File: config.mk
export PLATFORM = sky130hd
export DESIGN_NAME = multiplier_arbiter
export DESIGN_NICKNAME = d
export VERILOG_FILES = /design/src/rtl/multiplier_arb_pkg.sv /design/src/rtl/rr_arbiter.sv /design/src/rtl/multiplier_arbiter.sv
export SDC_FILE = /design/constraint.sdc
export NUM_CORES = 1
export LEC_CHECK = 0
export BUFFER_PORTS_ARGS = -buffer_cell sky130_fd_sc_hd__buf_4
export CAP_MARGIN = 25
export CORE_MARGIN = 2
export CORE_UTILIZATION = 48
export DETAILED_ROUTE_END_ITERATION = 12
export GPL_TIMING_DRIVEN = 0
export PLACE_DENSITY = 0.85
export SYNTH_ARGS = -nofsm -noshare
export SYNTH_HDL_FRONTEND = slang
export SYNTH_SLANG_ARGS = --single-unit
File: constraint.sdc
create_clock -name clk -period 4.18 [get_ports clk]
set_input_delay 0.209 -clock clk [delete_from_list [all_inputs] [get_ports clk]]
set_output_delay 0.209 -clock clk [all_outputs]
set_load 0.01 [all_outputs]
File: src/rtl/multiplier_arb_pkg.sv
// Shared constants and FSM state encoding for the multiplier arbiter slice.
package multiplier_arb_pkg;

    localparam int unsigned N_REQ_DEF   = 4;
    localparam int unsigned DATA_W_DEF  = 8;
    localparam int unsigned TIMEOUT_DEF = 64;

    typedef logic [1:0] arb_state_t;

    localparam arb_state_t ST_IDLE = 2'd0;
    localparam arb_state_t ST_BUSY = 2'd1;
    localparam arb_state_t ST_GAP  = 2'd2;

    function automatic int unsigned wd_width(input int unsigned timeout);
        return $clog2(timeout);
    endfunction

endpackage

File: src/rtl/rr_arbiter.sv
// Combinational round-robin arbiter: picks the first active requester after last_grant.
module rr_arbiter
    import multiplier_arb_pkg::*;
#(
    parameter int unsigned N_REQ = N_REQ_DEF
) (
    input  logic [N_REQ-1:0]         req_valid,
    input  logic [$clog2(N_REQ)-1:0] last_grant,
    output logic [N_REQ-1:0]         grant,
    output logic [$clog2(N_REQ)-1:0] grant_idx,
    output logic                     grant_valid
);

    localparam int unsigned IDX_W = $clog2(N_REQ);
    localparam int unsigned CW    = IDX_W + 1;

    // One extra bit so last_grant+offset never overflows before the wrap.
    logic [CW-1:0] cand;

    always_comb begin
        grant       = '0;
        grant_idx   = '0;
        grant_valid = 1'b0;
        cand        = '0;
        for (int unsigned off = 1; off <= N_REQ; off++) begin
            cand = {1'b0, last_grant} + CW'(off);
            if (cand >= CW'(N_REQ)) begin
                cand = cand - CW'(N_REQ);
            end
            if (!grant_valid && req_valid[cand[IDX_W-1:0]]) begin
                grant_valid               = 1'b1;
                grant_idx                 = cand[IDX_W-1:0];
                grant[cand[IDX_W-1:0]]    = 1'b1;
            end
        end
    end

endmodule

File: src/rtl/multiplier_arbiter.sv
// Shares one multiplier between N_REQ requesters: round-robin grant, start
// handshake, product return and a watchdog that aborts hung jobs.
module multiplier_arbiter
    import multiplier_arb_pkg::*;
#(
    parameter int unsigned N_REQ   = N_REQ_DEF,
    parameter int unsigned DATA_W  = DATA_W_DEF,
    parameter int unsigned TIMEOUT = TIMEOUT_DEF
) (
    input  logic                    clk,
    input  logic                    rst_n,
    input  logic [N_REQ-1:0]        req_valid,
    input  logic [N_REQ*DATA_W-1:0] req_a,
    input  logic [N_REQ*DATA_W-1:0] req_b,
    output logic [N_REQ-1:0]        req_ack,
    output logic [N_REQ-1:0]        resp_done,
    output logic [N_REQ-1:0]        resp_err,
    output logic [2*DATA_W-1:0]     resp_product,
    output logic                    busy,
    output logic                    mul_start_sig,
    output logic [DATA_W-1:0]       mul_multiplicand,
    output logic [DATA_W-1:0]       mul_multiplier,
    input  logic                    mul_done_sig,
    input  logic [2*DATA_W-1:0]     mul_product
);

    localparam int unsigned IDX_W = $clog2(N_REQ);
    localparam int unsigned WD_W  = wd_width(TIMEOUT);
    localparam logic [IDX_W-1:0] LAST_RST = IDX_W'(N_REQ - 1);
    localparam logic [WD_W-1:0]  WD_TERM  = WD_W'(TIMEOUT - 1);

    arb_state_t          state_q, state_d;
    logic [IDX_W-1:0]    last_grant_q, last_grant_d;
    logic [WD_W-1:0]     wd_q, wd_d;
    logic [N_REQ-1:0]    req_ack_q, req_ack_d;
    logic [N_REQ-1:0]    resp_done_q, resp_done_d;
    logic [N_REQ-1:0]    resp_err_q, resp_err_d;
    logic [2*DATA_W-1:0] resp_product_q, resp_product_d;
    logic                busy_q, busy_d;
    logic                mul_start_q, mul_start_d;
    logic [DATA_W-1:0]   mul_a_q, mul_a_d;
    logic [DATA_W-1:0]   mul_b_q, mul_b_d;

    logic [N_REQ-1:0]    grant;
    logic [IDX_W-1:0]    grant_idx;
    logic                grant_valid;
    logic [N_REQ-1:0]    owner_oh;

    rr_arbiter #(.N_REQ(N_REQ)) u_rr_arbiter (
        .req_valid   (req_valid),
        .last_grant  (last_grant_q),
        .grant       (grant),
        .grant_idx   (grant_idx),
        .grant_valid (grant_valid)
    );

    // last_grant doubles as the owner of the job in flight.
    assign owner_oh = N_REQ'(1) << last_grant_q;

    always_comb begin
        state_d        = state_q;
        last_grant_d   = last_grant_q;
        wd_d           = wd_q;
        req_ack_d      = '0;
        resp_done_d    = '0;
        resp_err_d     = '0;
        resp_product_d = resp_product_q;
        mul_start_d    = mul_start_q;
        mul_a_d        = mul_a_q;
        mul_b_d        = mul_b_q;
        case (state_q)
            ST_IDLE: begin
                if (grant_valid) begin
                    state_d      = ST_BUSY;
                    last_grant_d = grant_idx;
                    req_ack_d    = grant;
                    mul_start_d  = 1'b1;
                    wd_d         = '0;
                    for (int unsigned i = 0; i < N_REQ; i++) begin
                        if (grant[i]) begin
                            mul_a_d = req_a[i*DATA_W +: DATA_W];
                            mul_b_d = req_b[i*DATA_W +: DATA_W];
                        end
                    end
                end
            end
            ST_BUSY: begin
                if (mul_done_sig) begin
                    state_d        = ST_GAP;
                    resp_product_d = mul_product;
                    resp_done_d    = owner_oh;
                    mul_start_d    = 1'b0;
                    wd_d           = '0;
                end else if (wd_q == WD_TERM) begin
                    state_d     = ST_GAP;
                    resp_err_d  = owner_oh;
                    mul_start_d = 1'b0;
                    wd_d        = '0;
                end else begin
                    wd_d = wd_q + WD_W'(1);
                end
            end
            ST_GAP: begin
                state_d = ST_IDLE;
            end
            default: begin
                state_d     = ST_IDLE;
                mul_start_d = 1'b0;
            end
        endcase
        busy_d = (state_d != ST_IDLE);
    end

    always_ff @(posedge clk or negedge rst_n) begin
        if (!rst_n) begin
            state_q        <= ST_IDLE;
            last_grant_q   <= LAST_RST;
            wd_q           <= '0;
            req_ack_q      <= '0;
            resp_done_q    <= '0;
            resp_err_q     <= '0;
            resp_product_q <= '0;
            busy_q         <= 1'b0;
            mul_start_q    <= 1'b0;
            mul_a_q        <= '0;
            mul_b_q        <= '0;
        end else begin
            state_q        <= state_d;
            last_grant_q   <= last_grant_d;
            wd_q           <= wd_d;
            req_ack_q      <= req_ack_d;
            resp_done_q    <= resp_done_d;
            resp_err_q     <= resp_err_d;
            resp_product_q <= resp_product_d;
            busy_q         <= busy_d;
            mul_start_q    <= mul_start_d;
            mul_a_q        <= mul_a_d;
            mul_b_q        <= mul_b_d;
        end
    end

    assign req_ack          = req_ack_q;
    assign resp_done        = resp_done_q;
    assign resp_err         = resp_err_q;
    assign resp_product     = resp_product_q;
    assign busy             = busy_q;
    assign mul_start_sig    = mul_start_q;
    assign mul_multiplicand = mul_a_q;
    assign mul_multiplier   = mul_b_q;

endmodule

==> impl_metrics.py <==
metrics = {
    "status": {
        "status": "finished, final reports clean",
    },
    "cts": {
        "cts_resized": 0,
        "cts_setup_buffers": 0,
        "htreeDepth": 2,
        "insertion_delay_ns": 0.31,
        "cts.clk_slew.worst_paths_ns": 0.10,
        "cts-root-buf": "clkbuf_8",
        "cts_buffers": 5,
        "clock_sinks": 56,
        "cts_hold_buffers": 1,
        "clk_path_buf_depth": 2,
        "cts_tree": "done",
    },
    "floorplanning": {
        "coreArea_sq_mm": 0.00635,
        "fp.dieH_um": 85.1,
        "chipWidth_um": 85.1,
        "fp.dieArea_sq_mm": 0.00724,
        "ios": 133,
        "floorplan.initialDensity": 0.497,
        "row_count": 29,
    },
    "synth": {
        "netlist.area_leader.share": 0.428,
        "ys_ff_latch": 56,
        "synth_top_cells_by_count": "dfrtp_1, a21oi_1, nand3_1",
        "synth_edf_count": 0,
        "synthArstFlopShare": 1.00,
        "yosysSeqAreaShare": 0.445,
        "synth.cell_area_sq_mm": 0.00316,
        "syn_area_per_cell_sq_um": 10.6,
        "yosysWarnings": 0,
        "syn_nets": 395,
        "synth_area_leaders": "dfrtp_1, mux2_2, o32a_1",
        "netlist_instances": 299,
        "synth_most_common_cell": "dfrtp_1",
        "synthFlopType": "dfrtp_1",
        "synth_cell_types": 45,
        "synth_area_leader_cell": "dfrtp_1",
    },
    "power_and_ir_drop": {
        "power_density_mw_per_mm2": 868,
        "vdd_ir_drop_max_uv": 504,
        "p_leak_nw": 2.07,
    },
    "grt": {
        "grt_pass1_wl_um": 14100,
        "grt_max_degree": 57,
        "grt_pass1_vias": 2883,
        "grt_remaining_overflow": 0,
        "antenna_found_initial": 0,
        "grt_usage": 0.240,
    },
    "worst_setup_path": {
        "worstPathArrival_ns": 4.13,
        "cp.required_ns": 4.38,
        "crit_type": "reg -> reg",
        "crit_chain": "buf_6 -> inv_1 -> ha_1 -> mux4_2 -> or3b_1 -> a22o_1 -> and2_4 -> buf_6 -> clkbuf_1 -> a311oi_1 -> o32a_1",
        "critPathLaunchType": "register",
        "end_kind": "register",
        "cp_common_cell": "buf_6",
        "critPathSlowestCell": "mux4_2",
        "worst_path_largest_cell_delay_ns": 0.62,
        "cp_max_fo": 10,
    },
    "sta": {
        "slew_headroom": 0.541,
        "setup_tns_ns": 0,
        "tightest_slew_ns": 0.688,
        "fmax_mhz": 255,
        "fin_crit_ns": 3.93,
        "fin_skew_ns": 0.00390,
        "rsz0062_at_grt": "no",
        "setup_viol": 0,
        "finalCritPeriodShare": 0.939,
        "hold_viol": 0,
        "slew_violations": 0,
    },
    "job": {
        "drv_cap": 0,
    },
    "detailed_routing": {
        "drt-wirelength-per-cell_um": 16.8,
        "dr.pass1.iters": 5,
        "totalWireLength_um": 8690,
        "vias": 3044,
        "drc": 0,
        "viasPerCell": 5.89,
        "ant_nets": 0,
        "drt_iter0_drc": 235,
    },
    "finish": {
        "layout-drive-gt1-share": 0.407,
        "stdcell_count": 517,
        "diodes": 0,
        "area_growth_pct": 38.4,
        "nets": 535,
    },
    "placement": {
        "post-dp-hpwl_um": 6560,
        "gp_congestion": 0.938,
        "port-buffer-count": 132,
        "dp_cells": 508,
    },
    "hold_path": {
        "hp-class": "in -> reg",
    },
}
-- worst max-delay path, delay by kind of cell, from the launching register on --
family / cells / cell delay, ns
muxes: 1 / 0.62
adders and majority gates: 1 / 0.42
DFF: 1 / 0.59
buffers and inverters: 4 / 0.84
and+or+nand+nor: 2 / 0.41
AOI/OAI and AO/OA: 3 / 0.91
-- state kept, by name, summed over array words and instances (netlist names) --
name,count
resp_done,4
mul_multiplier,8
last_grant_q,2
resp_err,4
mul_start_sig,1
state_q,2
req_ack,4
resp_product,16
mul_multiplicand,8
wd_q,6
busy,1
-- cells in the final DEF (no fill, tap or decap), types with 2 or more instances in the layout --
cell type and count:
buf_4 133, dfrtp_1 54, a21oi_1 20, nand3_1 20, a21o_1 19, o21ai_0 19, mux2_2 17, a311oi_1 16
o32a_1 16, nor2_1 13, nand2_1 13, clkbuf_1 12, ha_1 9, inv_1 7, buf_6 5, clkbuf_8 5
mux4_2 4, a22o_1 4, nand2b_1 4, and3_1 4, nor3_1 4, o21ai_1 3, and2_1 3, nor2b_1 3
or3b_1 2, buf_2 2, a22oi_1 2, xnor2_1 2, a31oi_1 2, o31ai_1 2, dfstp_2 2
-- per-stage QoR --
stage / setup slack (ns) / cell area, sq um / util / hold slack, ns / power [mW]
3_3_place_gp: 0.463 / 4240 / 0.668 / 0.301 / 3.33
3_5_place_dp: 0.337 / 4240 / 0.668 / 0.304 / 3.42
6_report: 0.254 / 4370 / 0.688 / 0.121 / 3.79
2_1_floorplan: 0.815 / 3160 / - / -0.0866 / 2.63
4_1_cts: 0.317 / 4370 / 0.688 / 0.114 / 3.78
5_1_grt: 0.123 / 4370 / 0.688 / 0.107 / 4.08
-- routing by layer --
metal | GRT usage | wire, um
met5 | 0 | 0
met4 | 0.0664 | 161
met3 | 0.0350 | 582
met2 | 0.400 | 4270
met1 | 0.328 | 3670
-- report_power, final --
part / total, mW / leakage (nW) / internal [mW] / switching, mW
clock: 0.364 / 0.0548 / 0.181 / 0.183
sequential: 0.909 / 0.681 / 0.775 / 0.133
combinational: 2.52 / 1.34 / 1.16 / 1.36
total: 3.79 / 2.07 / 2.12 / 1.67
-- layout make-up --
type,count,area [sq um]
Fill cell,498,1980
Multi-Input combinational cell,214,1600
Sequential cell,56,1400
Timing Repair Buffer,133,1000
Buffer,21,124
Tap cell,77,96.3
Clock buffer,5,68.8
Clock inverter,3,46.3
Inverter,8,30.0
-- logic make-up (layout without fill, tap and decap cells) --
family | after synthesis | count (layout) | share of synthesized area
flops | 56 | 56 | 0.445
buf+inv | 29 | 170 | 0.0488
mux | 21 | 21 | 0.0892
compound gates | 109 | 109 | 0.251
xor+xnor | 2 | 2 | 0.00555
simple gates | 73 | 73 | 0.125
fa+ha+maj | 9 | 9 | 0.0357
-- path summary, 6_finish.rpt --
kind | startpoint | to | slack (ns) | depth (start not counted)
worst max-delay path | last_grant_q[0] | mul_multiplicand[7] | 0.25 | 11
worst min-delay path | mul_product[5] | resp_product[5] | 0.12 | 2
worst max register to register | last_grant_q[0] | mul_multiplicand[7] | 0.25 | 11
worst min register to register | wd_q[5] | wd_q[5] | 0.48 | 1
max in group asynchronous | rst_n | mul_multiplier[5] | 3.25 | 2
min in group asynchronous | rst_n | resp_err[3] | 0.47 | 2
(Power assumes the default switching activity.)
